===== config.mk =====
export PLATFORM = sky130hd
export DESIGN_NAME = cmd_stim_gen_flat
export DESIGN_NICKNAME = d
export VERILOG_FILES = /design/src/rtl/cmd_stim_gen_if.sv /design/src/rtl/cmd_stim_gen.sv /design/src/flat_wrapper.sv
export SDC_FILE = /design/constraint.sdc
export NUM_CORES = 1
export LEC_CHECK = 0
export ABC_AREA = 1
export ABC_CLOCK_PERIOD_IN_PS = 2100
export CAP_MARGIN = 20
export CORE_AREA = 2 2 94 96
export DETAILED_ROUTE_END_ITERATION = 12
export DIE_AREA = 0 0 96 98
export PLACE_DENSITY_LB_ADDON = 0.15
export SLEW_MARGIN = 0
export SYNTH_ARGS = -nofsm -noshare
export SYNTH_HDL_FRONTEND = slang
export SYNTH_SLANG_ARGS = --single-unit

===== constraint.sdc =====
create_clock -name clk -period 2.1 [get_ports clk]
set_clock_uncertainty 0.1 [all_clocks]
set_input_delay 0.63 -clock clk [delete_from_list [all_inputs] [get_ports clk]]
set_output_delay 0.63 -clock clk [all_outputs]
set_load 0.01 [all_outputs]

===== src/rtl/cmd_stim_gen_if.sv =====
// Payload handshake bundle between the command generator (master) and the first dut stage (slave).
interface cmd_stim_gen_if #(
  parameter int CMD_W  = 2,
  parameter int ADR_W  = 3,
  parameter int DATA_W = 3
);
  logic              out_valid;
  logic              out_ready;
  logic [CMD_W-1:0]  out_cmd;
  logic [ADR_W-1:0]  out_adr;
  logic [DATA_W-1:0] out_data;

  modport master (
    output out_valid, out_cmd, out_adr, out_data,
    input  out_ready
  );

  modport slave (
    input  out_valid, out_cmd, out_adr, out_data,
    output out_ready
  );
endinterface


===== src/rtl/cmd_stim_gen.sv =====
// Seeded LFSR command generator with valid/ready backpressure.
// Optional address-coverage bitmap enabled by defining CMD_STIM_GEN_COV_EN.
module cmd_stim_gen #(
  parameter int CMD_W    = 2,
  parameter int ADR_W    = 3,
  parameter int DATA_W   = 3,
  parameter int CMD_VAL  = 2,
  parameter int ADR_LO   = 3,
  parameter int ADR_HI   = 4,
  parameter int DATA_MAX = 7
) (
  input  logic                clk,
  input  logic                rst,
  input  logic                start,
  input  logic [15:0]         seed,
  input  logic [15:0]         num_txn,
  input  logic                mode,
  output logic                busy,
  output logic                done,
  cmd_stim_gen_if.master      bus,
  output logic [ADR_W:0]      cov_count,
  output logic                cov_full
);

  localparam int          R        = ADR_HI - ADR_LO + 1;
  localparam int          APW      = 17 + ADR_W;
  localparam int          DPW      = 17 + DATA_W;
  localparam logic [15:0] SEED_DEF = 16'hACE1;
  localparam logic [15:0] TAPS     = 16'hB400;

  typedef enum logic [1:0] {IDLE, RUN, DONE} state_t;

  state_t             state, state_n;
  logic [15:0]        lfsr;
  logic [15:0]        remain;
  logic [CMD_W-1:0]   cmd_r;
  logic               mode_r;
  logic               vld;
  logic               load;
  logic               hs;
  logic [ADR_W-1:0]   adr_off;

  function automatic logic [15:0] galois_step(input logic [15:0] v);
    galois_step = v[0] ? ((v >> 1) ^ TAPS) : (v >> 1);
  endfunction

  // Maps the 16-bit LFSR onto [0, R) by fixed-point multiply, avoiding a modulo.
  function automatic logic [ADR_W-1:0] scale_adr(input logic [15:0] v);
    logic [APW-1:0] prod;
    prod      = APW'(v) * APW'(R);
    scale_adr = ADR_W'(prod >> 16);
  endfunction

  function automatic logic [DATA_W-1:0] scale_data(input logic [15:0] v);
    logic [DPW-1:0] prod;
    prod       = DPW'({v[7:0], v[15:8]}) * DPW'(DATA_MAX + 1);
    scale_data = DATA_W'(prod >> 16);
  endfunction

  assign load    = (state == IDLE) && start;
  assign hs      = vld && bus.out_ready;
  assign adr_off = scale_adr(lfsr);

  assign bus.out_valid = vld;
  assign bus.out_cmd   = cmd_r;
  assign bus.out_adr   = ADR_W'(ADR_LO) + adr_off;
  assign bus.out_data  = scale_data(lfsr);

  always_ff @(posedge clk or posedge rst) begin
    if (rst) state <= IDLE;
    else     state <= state_n;
  end

  always_comb begin
    state_n = state;
    vld     = 1'b0;
    busy    = 1'b0;
    done    = 1'b0;
    case (state)
      IDLE: if (start) state_n = (num_txn == 16'd0) ? DONE : RUN;
      RUN: begin
        vld  = 1'b1;
        busy = 1'b1;
        if (bus.out_ready && remain == 16'd1) state_n = DONE;
      end
      DONE: begin
        done    = 1'b1;
        state_n = IDLE;
      end
      default: state_n = IDLE;
    endcase
  end

  always_ff @(posedge clk or posedge rst) begin
    if (rst) begin
      lfsr   <= SEED_DEF;
      remain <= '0;
      cmd_r  <= CMD_W'(CMD_VAL);
      mode_r <= 1'b0;
    end else if (load) begin
      lfsr   <= (seed == 16'd0) ? SEED_DEF : seed;
      remain <= num_txn;
      cmd_r  <= CMD_W'(CMD_VAL);
      mode_r <= mode;
    end else if (hs) begin
      lfsr   <= galois_step(lfsr);
      remain <= remain - 16'd1;
      if (mode_r) cmd_r <= cmd_r + CMD_W'(1);
    end
  end

`ifdef CMD_STIM_GEN_COV_EN
  logic [R-1:0] bitmap, bitmap_n;

  function automatic logic [ADR_W:0] popcnt(input logic [R-1:0] b);
    popcnt = '0;
    for (int i = 0; i < R; i++) popcnt = popcnt + (ADR_W+1)'(b[i]);
  endfunction

  always_comb begin
    bitmap_n = bitmap;
    if (load)    bitmap_n = '0;
    else if (hs) bitmap_n = bitmap | (R'(1) << adr_off);
  end

  // Count is taken from the next bitmap so it lands in the cycle after the handshake.
  always_ff @(posedge clk or posedge rst) begin
    if (rst) begin
      bitmap    <= '0;
      cov_count <= '0;
    end else begin
      bitmap    <= bitmap_n;
      cov_count <= popcnt(bitmap_n);
    end
  end

  assign cov_full = (cov_count == (ADR_W+1)'(R));
`else
  assign cov_count = '0;
  assign cov_full  = 1'b0;
`endif

endmodule


===== src/flat_wrapper.sv =====
// flat-port wrapper written by rule: the top's interface ports become plain ports
module cmd_stim_gen_flat 
#(
  parameter int CMD_W    = 2,
  parameter int ADR_W    = 3,
  parameter int DATA_W   = 3,
  parameter int CMD_VAL  = 2,
  parameter int ADR_LO   = 3,
  parameter int ADR_HI   = 4,
  parameter int DATA_MAX = 7
)
  (clk, rst, start, seed, num_txn, mode, busy, done, cov_count, cov_full, bus_out_valid, bus_out_cmd, bus_out_adr, bus_out_data, bus_out_ready);
  cmd_stim_gen_if #(.CMD_W(CMD_W), .ADR_W(ADR_W), .DATA_W(DATA_W)) bus_i ();
  input  logic clk;
  input  logic rst;
  input  logic start;
  input  logic [15:0] seed;
  input  logic [15:0] num_txn;
  input  logic mode;
  output logic busy;
  output logic done;
  output logic [ADR_W:0] cov_count;
  output logic cov_full;
  output wire logic [$bits(bus_i.out_valid)-1:0] bus_out_valid;
  output wire logic [$bits(bus_i.out_cmd)-1:0] bus_out_cmd;
  output wire logic [$bits(bus_i.out_adr)-1:0] bus_out_adr;
  output wire logic [$bits(bus_i.out_data)-1:0] bus_out_data;
  input wire logic [$bits(bus_i.out_ready)-1:0] bus_out_ready;
  assign bus_out_valid = bus_i.out_valid;
  assign bus_out_cmd = bus_i.out_cmd;
  assign bus_out_adr = bus_i.out_adr;
  assign bus_out_data = bus_i.out_data;
  assign bus_i.out_ready = bus_out_ready;
  cmd_stim_gen #(.CMD_W(CMD_W), .ADR_W(ADR_W), .DATA_W(DATA_W), .CMD_VAL(CMD_VAL), .ADR_LO(ADR_LO), .ADR_HI(ADR_HI), .DATA_MAX(DATA_MAX)) u_core (.clk(clk), .rst(rst), .start(start), .seed(seed), .num_txn(num_txn), .mode(mode), .busy(busy), .done(done), .bus(bus_i), .cov_count(cov_count), .cov_full(cov_full));
endmodule

==> results.yml <==
run_status:
  status: "finished clean"
cts:
  cts_tree: "built"
  cts-root-buf: "clkbuf_8"
  htreeDepth: 2
  insertion_delay_ns: 0.29
  clk_pin_slew_worst_paths_ns: 0.08
  clock_sinks: 37
  cts_made_buffers: 5
  clk_path_buf_depth: 2
route:
  wl_mm: 6.41
  wl_per_cell_microns: 12.4
  viasPerCell: 4.43
  drtIter0Drc: 54
  vias: 2288
  route.met3.wl_microns: 298
  drc_errors: 0
  met1_length_mm: 2.97
  highest_layer: "met4"
  firstDrtPassIters: 4
  antenna_left: 0
  wl_met2_mm: 3.07
timing:
  hold_violations: 0
  timing.final.crit_share_pct: 93.4
  period_minus_slack_ns: 1.96
  slew_violations: 0
  clock.fmax_ghz: 0.510
  finalSetupTns_ns: 0
  rsz0062_at_grt: "false"
  fin_ws_ns: 0.139
  finalSetupViolCount: 0
final_layout:
  final_cell_mix: "nand2_1 (107), inv_1 (51), nor2_1 (45)"
  stdcell_area_sq_mm: 0.00316
  instances_no_fill: 516
  fin_nets: 446
  diodes: 0
  drive_above_1_share_pct: 11.3
  layout_commonest_cell: "nand2_1"
  area_growth_pct: 29.0
flow_run:
  maxCapViolCount: 0
pwr:
  power_density_mw_per_mm2: 1310
  seqPwrFrac_pct: 33.8
  ir_drop_v: 0.000486
  switchingPower_mw: 1.75
  swShare_pct: 42.4
  combPwrFrac_pct: 50.0
  p_leak_nw: 1.52
  clock_power_share_pct: 16.2
  intPower_mw: 2.38
global_route:
  grt_pass1_wl_mm: 11.2
  grt_max_degree: 38
  track_usage_pct: 15.1
  grt_pass1_vias: 2347
  antenna_found_initial: 0
  grt_overflow: 0
yosys:
  ys_seq_area_share_pct: 38.3
  synth_area_per_cell_sq_um: 6.91
  yosysWarnings: 0
  synthArstFlopShare_pct: 100
  synth_edf_count: 0
  syn_area_sq_mm: 0.00245
  ys_types: 33
  synth_seq_cells: 37
  synth_ff_type: "dfrtp_1"
  synthCells: 354
min_path:
  worstHoldPathType: "register to register"
setup_path:
  crit_required_ns: 1.37
  critical_path_arrival_ns: 1.23
  cp-end-kind: "primary output"
  crit_type: "register to primary output"
  cp-start-kind: "register"
  critPathMaxFanout: 2
floorplan:
  dieArea_sq_mm: 0.00941
  io_pins: 53
  initial_core_util_pct: 28.9
  fp.dieW_microns: 96
  core-area_sq_mm: 0.00847
  die_h_microns: 98
  rows: 34
placement:
  postPlaceCellArea_sq_mm: 0.00304
  placed_cells: 506
  globalplace.congestion: 0.900
  dp.final_hpwl_mm: 4.80
  dpl_worst_slack_ns: 0.0294
  port_buffers: 47
[registers in the layout (all words and copies together) (netlist names)]
signal	count
u_core.lfsr	16
u_core.remain	16
u_core.bus.out_cmd	2
u_core.state	2
u_core.mode_r	1
[timing repair]
action | CTS | global route
setup endpoints to repair | 10 | 0
hold buffers | 0 | 0
resized for setup | 10 | 0
setup buffers | 2 | 0
[cells in the mapped netlist (3+ instances only)]
cell type	count	area share, %
nand2_1	107	16
inv_1	51	7.8
nor2_1	45	6.9
dfrtp_1	28	29
nand3_1	20	4.1
o21ai_0	20	4.1
buf_4	13	4.0
a21oi_1	9	1.8
dfstp_2	9	9.7
o22ai_1	9	2.3
buf_2	4	0.82
xnor2_1	4	1.4
inv_2	3	0.46
nand4_1	3	0.77
nor2_4	3	1.4
o211ai_1	3	0.92
[per-layer routing]
| layer | up-vias | GRT usage [%] |
|---|---|---|
| met5 | - | 0 |
| met1 | 1036 | 19.5 |
| met4 | 0 | 3.63 |
| li1 | 1193 | - |
| met2 | 54 | 25.5 |
| met3 | 5 | 2.93 |
[stage by stage]
stage	util (%)	hold slack [ns]	total power [mW]
finish	37.3	0.370	4.13
global route	37.3	0.403	4.56
CTS	37.3	0.375	4.19
detailed placement	35.9	0.361	3.54
global placement	35.9	0.362	3.52
floorplan	-	0.347	2.90
[logic make-up after synthesis]
group / Yosys count / share of synthesized area (%)
buf+inv: 74 / 14.6
other cells: 1 / 0.153
flops: 37 / 38.3
simple gates: 186 / 32.2
fa+ha+maj: 2 / 1.02
compound gates: 48 / 11.6
xor+xnor: 6 / 2.15
[final timing paths]
kind,startpoint,endpoint,slack [ns],depth (start not counted)
setup reg to reg,u_core.remain[0],u_core.remain[10],0.43,9
setup / recovery,u_core.state[1],done,0.14,4
hold reg to reg,u_core.lfsr[10],u_core.lfsr[10],0.37,2
min in group asynchronous,rst,u_core.bus.out_cmd[0],0.58,3
hold / removal,u_core.lfsr[10],u_core.lfsr[10],0.37,2
max in group asynchronous,rst,u_core.lfsr[15],1.06,3
[layout make-up]
| type | instances | area [sq um] |
|---|---|---|
| multi-input combinational | 247 | 1170 |
| inverter | 54 | 203 |
| clock inverter | 2 | 37.5 |
| fill | 920 | 5310 |
| timing repair buffer | 62 | 596 |
| sequential | 37 | 937 |
| tap | 108 | 135 |
| clock buffer | 6 | 82.6 |
[power by group through the flow]
stage          combinational [mW]  clock, mW  sequential (mW)
2_1_floorplan                1.55          0             1.35
3_3_place_gp                 2.10          0             1.42
3_5_place_dp                 2.12          0             1.42
4_1_cts                      2.10      0.688             1.40
5_1_grt                      2.39      0.722             1.45
6_report                     2.06      0.668             1.40
[worst max-delay path, cell delays in order, from the launching register on]
cell and delay (ns):
dfrtp_1 0.41, buf_4 0.15, inv_1 0.06, nor2_1 0.04, dlygate4sd2_1 0.27
Note: power is estimated with default switching activity, not from simulation.
